--- config.mk ---
export PLATFORM = sky130hd
export DESIGN_NAME = mitchell_lut_flat
export DESIGN_NICKNAME = d
export VERILOG_FILES = /design/src/rtl/mitchell_lut_if.sv /design/src/rtl/mitchell_lut.sv /design/src/flat_wrapper.sv
export SDC_FILE = /design/constraint.sdc
export NUM_CORES = 1
export LEC_CHECK = 0
export CAP_MARGIN = 20
export CORE_AREA = 4 4 41 43
export CTS_CLUSTER_DIAMETER = 100
export CTS_CLUSTER_SIZE = 28
export DETAILED_ROUTE_END_ITERATION = 12
export DIE_AREA = 0 0 45 47
export GPL_TIMING_DRIVEN = 1
export PLACE_DENSITY = 0.76
export REMOVE_ABC_BUFFERS = 1
export SYNTH_ARGS = -nofsm -noshare
export SYNTH_HDL_FRONTEND = slang
export SYNTH_SLANG_ARGS = --single-unit
export TNS_END_PERCENT = 10
--- constraint.sdc ---
create_clock -name clk -period 0.8 [get_ports clk]
set_input_delay 0.08 -clock clk [delete_from_list [all_inputs] [get_ports clk]]
set_output_delay 0.08 -clock clk [all_outputs]
set_load 0.005 [all_outputs]
--- src/rtl/mitchell_lut_if.sv ---
// mitchell_lut_if
//   Bundles the operand mantissas and the correction term that pass between
//   the Mitchell multiplier datapath and its error-correction lookup table.
//
//   Signals:
//     a  [6:0]  fractional mantissa of operand A (xa = a/128)
//     b  [6:0]  fractional mantissa of operand B (xb = b/128)
//     c  [9:0]  registered correction term (E * 2^11)
//
//   Modports:
//     master  drives a/b and reads c (multiplier datapath side)
//     slave   reads a/b and drives c (lookup table side)
interface mitchell_lut_if;
  logic [6:0] a;
  logic [6:0] b;
  logic [9:0] c;

  modport master (output a, output b, input c);
  modport slave  (input a, input b, output c);
endinterface

--- src/rtl/mitchell_lut.sv ---
// mitchell_lut
//   Error-correction lookup table for a Mitchell logarithmic multiplier.
//   The top three bits of each fractional mantissa select one cell of an 8x8
//   grid. Each cell holds the exact Mitchell error at its lower corner,
//   scaled by 2^11. The result is registered, so there is one cycle of
//   latency and no stall.
//
//   Ports:
//     clk    rising-edge clock
//     rst_n  asynchronous active-low reset; clears c to 0
//     bus    mitchell_lut_if slave modport (a, b in; c out)
module mitchell_lut (
  input  logic              clk,
  input  logic              rst_n,
  mitchell_lut_if.slave     bus
);

  logic [2:0] ia;
  logic [2:0] ib;
  logic [9:0] table_val;

  // The low four mantissa bits fall inside a grid cell and do not affect
  // the correction.
  assign ia = bus.a[6:4];
  assign ib = bus.b[6:4];

  // Case ROM indexed by {ia, ib}.
  // Without a mantissa carry (ia + ib < 8) the error is ia*ib/64.
  // With a carry (ia + ib >= 8) it is (8-ia)*(8-ib)/64.
  // Each entry stores 32 * P. The largest value is 512 (ia = ib = 4), so
  // the output fits in 10 bits with the low five bits always zero.
  always_comb begin
    table_val = 10'd0;
    case ({ia, ib})
      6'o00: table_val = 10'd0;
      6'o01: table_val = 10'd0;
      6'o02: table_val = 10'd0;
      6'o03: table_val = 10'd0;
      6'o04: table_val = 10'd0;
      6'o05: table_val = 10'd0;
      6'o06: table_val = 10'd0;
      6'o07: table_val = 10'd0;

      6'o10: table_val = 10'd0;
      6'o11: table_val = 10'd32;
      6'o12: table_val = 10'd64;
      6'o13: table_val = 10'd96;
      6'o14: table_val = 10'd128;
      6'o15: table_val = 10'd160;
      6'o16: table_val = 10'd192;
      6'o17: table_val = 10'd224;

      6'o20: table_val = 10'd0;
      6'o21: table_val = 10'd64;
      6'o22: table_val = 10'd128;
      6'o23: table_val = 10'd192;
      6'o24: table_val = 10'd256;
      6'o25: table_val = 10'd320;
      6'o26: table_val = 10'd384;
      6'o27: table_val = 10'd192;

      6'o30: table_val = 10'd0;
      6'o31: table_val = 10'd96;
      6'o32: table_val = 10'd192;
      6'o33: table_val = 10'd288;
      6'o34: table_val = 10'd384;
      6'o35: table_val = 10'd480;
      6'o36: table_val = 10'd320;
      6'o37: table_val = 10'd160;

      6'o40: table_val = 10'd0;
      6'o41: table_val = 10'd128;
      6'o42: table_val = 10'd256;
      6'o43: table_val = 10'd384;
      6'o44: table_val = 10'd512;
      6'o45: table_val = 10'd384;
      6'o46: table_val = 10'd256;
      6'o47: table_val = 10'd128;

      6'o50: table_val = 10'd0;
      6'o51: table_val = 10'd160;
      6'o52: table_val = 10'd320;
      6'o53: table_val = 10'd480;
      6'o54: table_val = 10'd384;
      6'o55: table_val = 10'd288;
      6'o56: table_val = 10'd192;
      6'o57: table_val = 10'd96;

      6'o60: table_val = 10'd0;
      6'o61: table_val = 10'd192;
      6'o62: table_val = 10'd384;
      6'o63: table_val = 10'd320;
      6'o64: table_val = 10'd256;
      6'o65: table_val = 10'd192;
      6'o66: table_val = 10'd128;
      6'o67: table_val = 10'd64;

      6'o70: table_val = 10'd0;
      6'o71: table_val = 10'd224;
      6'o72: table_val = 10'd192;
      6'o73: table_val = 10'd160;
      6'o74: table_val = 10'd128;
      6'o75: table_val = 10'd96;
      6'o76: table_val = 10'd64;
      6'o77: table_val = 10'd32;

      default: table_val = 10'd0;
    endcase
  end

  // The output register is the only state. Reset discards any pending value.
  always_ff @(posedge clk or negedge rst_n) begin
    if (!rst_n) begin
      bus.c <= 10'd0;
    end else begin
      bus.c <= table_val;
    end
  end

endmodule

--- src/flat_wrapper.sv ---
// flat-port wrapper written by rule: the top's interface ports become plain ports
module mitchell_lut_flat 
  (clk, rst_n, bus_a, bus_b, bus_c);
  mitchell_lut_if bus_i ();
  input  logic clk;
  input  logic rst_n;
  input wire logic [$bits(bus_i.a)-1:0] bus_a;
  input wire logic [$bits(bus_i.b)-1:0] bus_b;
  output wire logic [$bits(bus_i.c)-1:0] bus_c;
  assign bus_i.a = bus_a;
  assign bus_i.b = bus_b;
  assign bus_c = bus_i.c;
  mitchell_lut u_core (.clk(clk), .rst_n(rst_n), .bus(bus_i));
endmodule
==> impl_metrics.json <==
{
  "worstSetupStartpointType": "input pin",
  "ys_seq_area_frac": 0.265,
  "gr-usage-all-layers": 0.104,
  "synth_area_um2": 472,
  "cpMaxStageDelayCell": "o311a_1",
  "largest_reg_flops": 5,
  "clk_path_buf_depth": 2,
  "drive_above_1_share": 0.429,
  "io_buffers": 12,
  "ys_top_cells_by_count": "6 x buf_4, 6 x ha_1, 5 x dfrtp_1, 5 x nor2b_1",
  "setup_tns_ps": -56.2,
  "first_pass_iters": 4,
  "ys_types": 27,
  "ant_nets": 0,
  "vias_per_cell": 4.64,
  "cts_sinks": 5,
  "antenna_found_initial": 0,
  "final_cells": 92,
  "syn_inst": 51,
  "max_freq_mhz": 1170,
  "outcome": "complete, but fails checks",
  "yosysTopAreaCell": "dfrtp_1",
  "worstSetupPathType": "input pin to register",
  "yosys-top-cells-area": "dfrtp_1 27%, ha_1 16%, buf_4 9.5%",
  "slowest_delay_ps": 330,
  "crit_required_ps": 940,
  "holdCritPathClass": "input pin to asynchronous set/reset pin",
  "die-area_um2": 2120,
  "max-cap-violations": 0,
  "clockRootBuffer": "clkbuf_4",
  "drc": 0,
  "synth-seq-cells": 5,
  "period_needed_ps": 856,
  "slew_viol_final": 0,
  "coreArea_um2": 1300,
  "powerDensity_nw_per_um2": 1130,
  "syn2layout_area_growth_pct": 54.9,
  "initial_core_util": 0.362,
  "critical-path-top-delay-family": "compound AO/OA/AOI/OAI gates",
  "place_inst": 83,
  "cp.buffers_inverters": 3,
  "crit_chain": "buf_8 -> inv_8 -> buf_12 -> ha_4 -> nor2b_1 -> o311a_1 -> a221oi_2",
  "period_share": 1.07,
  "rsz0062_at_grt": "yes",
  "clk_pin_slew_ps": 40,
  "cts_buffers": 3,
  "die_x_um": 45,
  "grt_pass1_vias": 412,
  "max-vdd-ir-drop_mv": 0.402,
  "hold_viol_final": 0,
  "fin_area_um2": 731,
  "grt_start_max_net_pins": 11,
  "yosysWarnings": 0,
  "async_flop_share": 1.00,
  "wire_per_inst_um": 11.2,
  "netlist.area_leader.share": 0.265,
  "synthFlopType": "dfrtp_1",
  "cts_tree": "yes",
  "violations": "negative setup slack",
  "drt_wl_total_um": 1030,
  "final_nets": 100,
  "top_register": "u_core.bus.c",
  "finalSetupViolCount": 1,
  "gp_congestion": 0.833,
  "n_fill_cell": 122,
  "cp_max_fo": 5,
  "largestRegisters": "u_core.bus.c x5",
  "setup_ws_ps": -56.2,
  "drt_iter0_drc": 6,
  "postSynthAreaPerCell_um2": 9.25,
  "synth_edf_count": 0,
  "h-tree-depth": 1,
  "postCtsHoldBufs": 0,
  "die_height_um": 47,
  "place_hpwl_um": 797,
  "dpl_cell_area_um2": 636,
  "finalPower_mw": 0.829,
  "rows": 13,
  "cp.arrival_ps": 1000,
  "diodes": 0,
  "ios": 26,
  "grt_overflow_total": 0,
  "grt_pass1_wl_um": 1550,
  "p_leak_nw": 0.363,
  "pre_cts_ws_ps": -781,
  "endpoint_kind": "register",
  "vias": 427
}
==> worst max-delay path by stage <==
| stage | start | to | cells past startpoint |
|---|---|---|---|
| after floorplan | bus_b[4] | u_core.bus.c[7]$_DFF_PN0_ | 5 |
| after global placement | bus_b[4] | u_core.bus.c[7]$_DFF_PN0_ | 6 |
| after detailed placement | bus_b[4] | u_core.bus.c[7]$_DFF_PN0_ | 6 |
| after CTS | u_core.bus.c[5]$_DFF_PN0_ | bus_c[5] | 1 |
| after global routing | bus_b[4] | u_core.bus.c[7]$_DFF_PN0_ | 7 |
| final | bus_b[4] | u_core.bus.c[7]$_DFF_PN0_ | 7 |
==> cells by family after synthesis <==
family,after synthesis,share of synthesized area
adders and majority gates,6,0.159
buffers and inverters,10,0.130
and+or+nand+nor,16,0.215
AOI/OAI and AO/OA,10,0.162
xor gates and xnor gates,1,0.0186
muxes,2,0.0424
other,1,0.00795
DFF,5,0.265
==> cell type report <==
type,count,area [um^2],area share
multi-input combinational,40,339,0.464
timing repair buffer,25,203,0.277
sequential,5,125,0.171
clock buffer,4,26.3,0.0360
inverter,3,18.8,0.0257
tap,15,18.8,0.0257
==> placed cells by master, fill, tap and decap left out, drive strengths merged, types with 2 or more instances in the layout <==
cell type / n
buf: 18
clkbuf: 8
conb: 5
dfrtp: 5
dlygate4sd2: 2
ha: 6
inv: 3
mux2i: 2
nand2b: 3
nor2b: 5
o21ai: 3
==> power breakdown <==
group	leakage (nW)	internal, mW	switching, mW
sequential	0.0630	0.273	0.00441
clock	0.0150	0.188	0.0939
combinational	0.285	0.146	0.124
total	0.363	0.607	0.222
==> through the flow <==
step | hold slack [ps] | utilization
2_1_floorplan | -216 | -
3_3_place_gp | 309 | 0.488
3_5_place_dp | 313 | 0.488
4_1_cts | 58.1 | 0.553
5_1_grt | 75.7 | 0.562
6_report | 59.8 | 0.562
==> per-layer routing <==
| layer | part of all wire | vias up | GRT usage |
|---|---|---|---|
| li1 | - | 216 | - |
| met1 | 0.38 | 197 | 0.0866 |
| met2 | 0.53 | 14 | 0.220 |
| met3 | 0.085 | 0 | 0.0115 |
| met4 | 0 | 0 | 0.0702 |
| met5 | 0 | - | 0 |
==> timing repair <==
item / in CTS / in global routing
buffers inserted: 5 / 0
pin swaps: 3 / 4
gates resized for setup: 36 / 15
setup endpoints to repair: 10 / 7
cloned: 0 / 0
No activity file was read; power rests on OpenSTA's default activity.
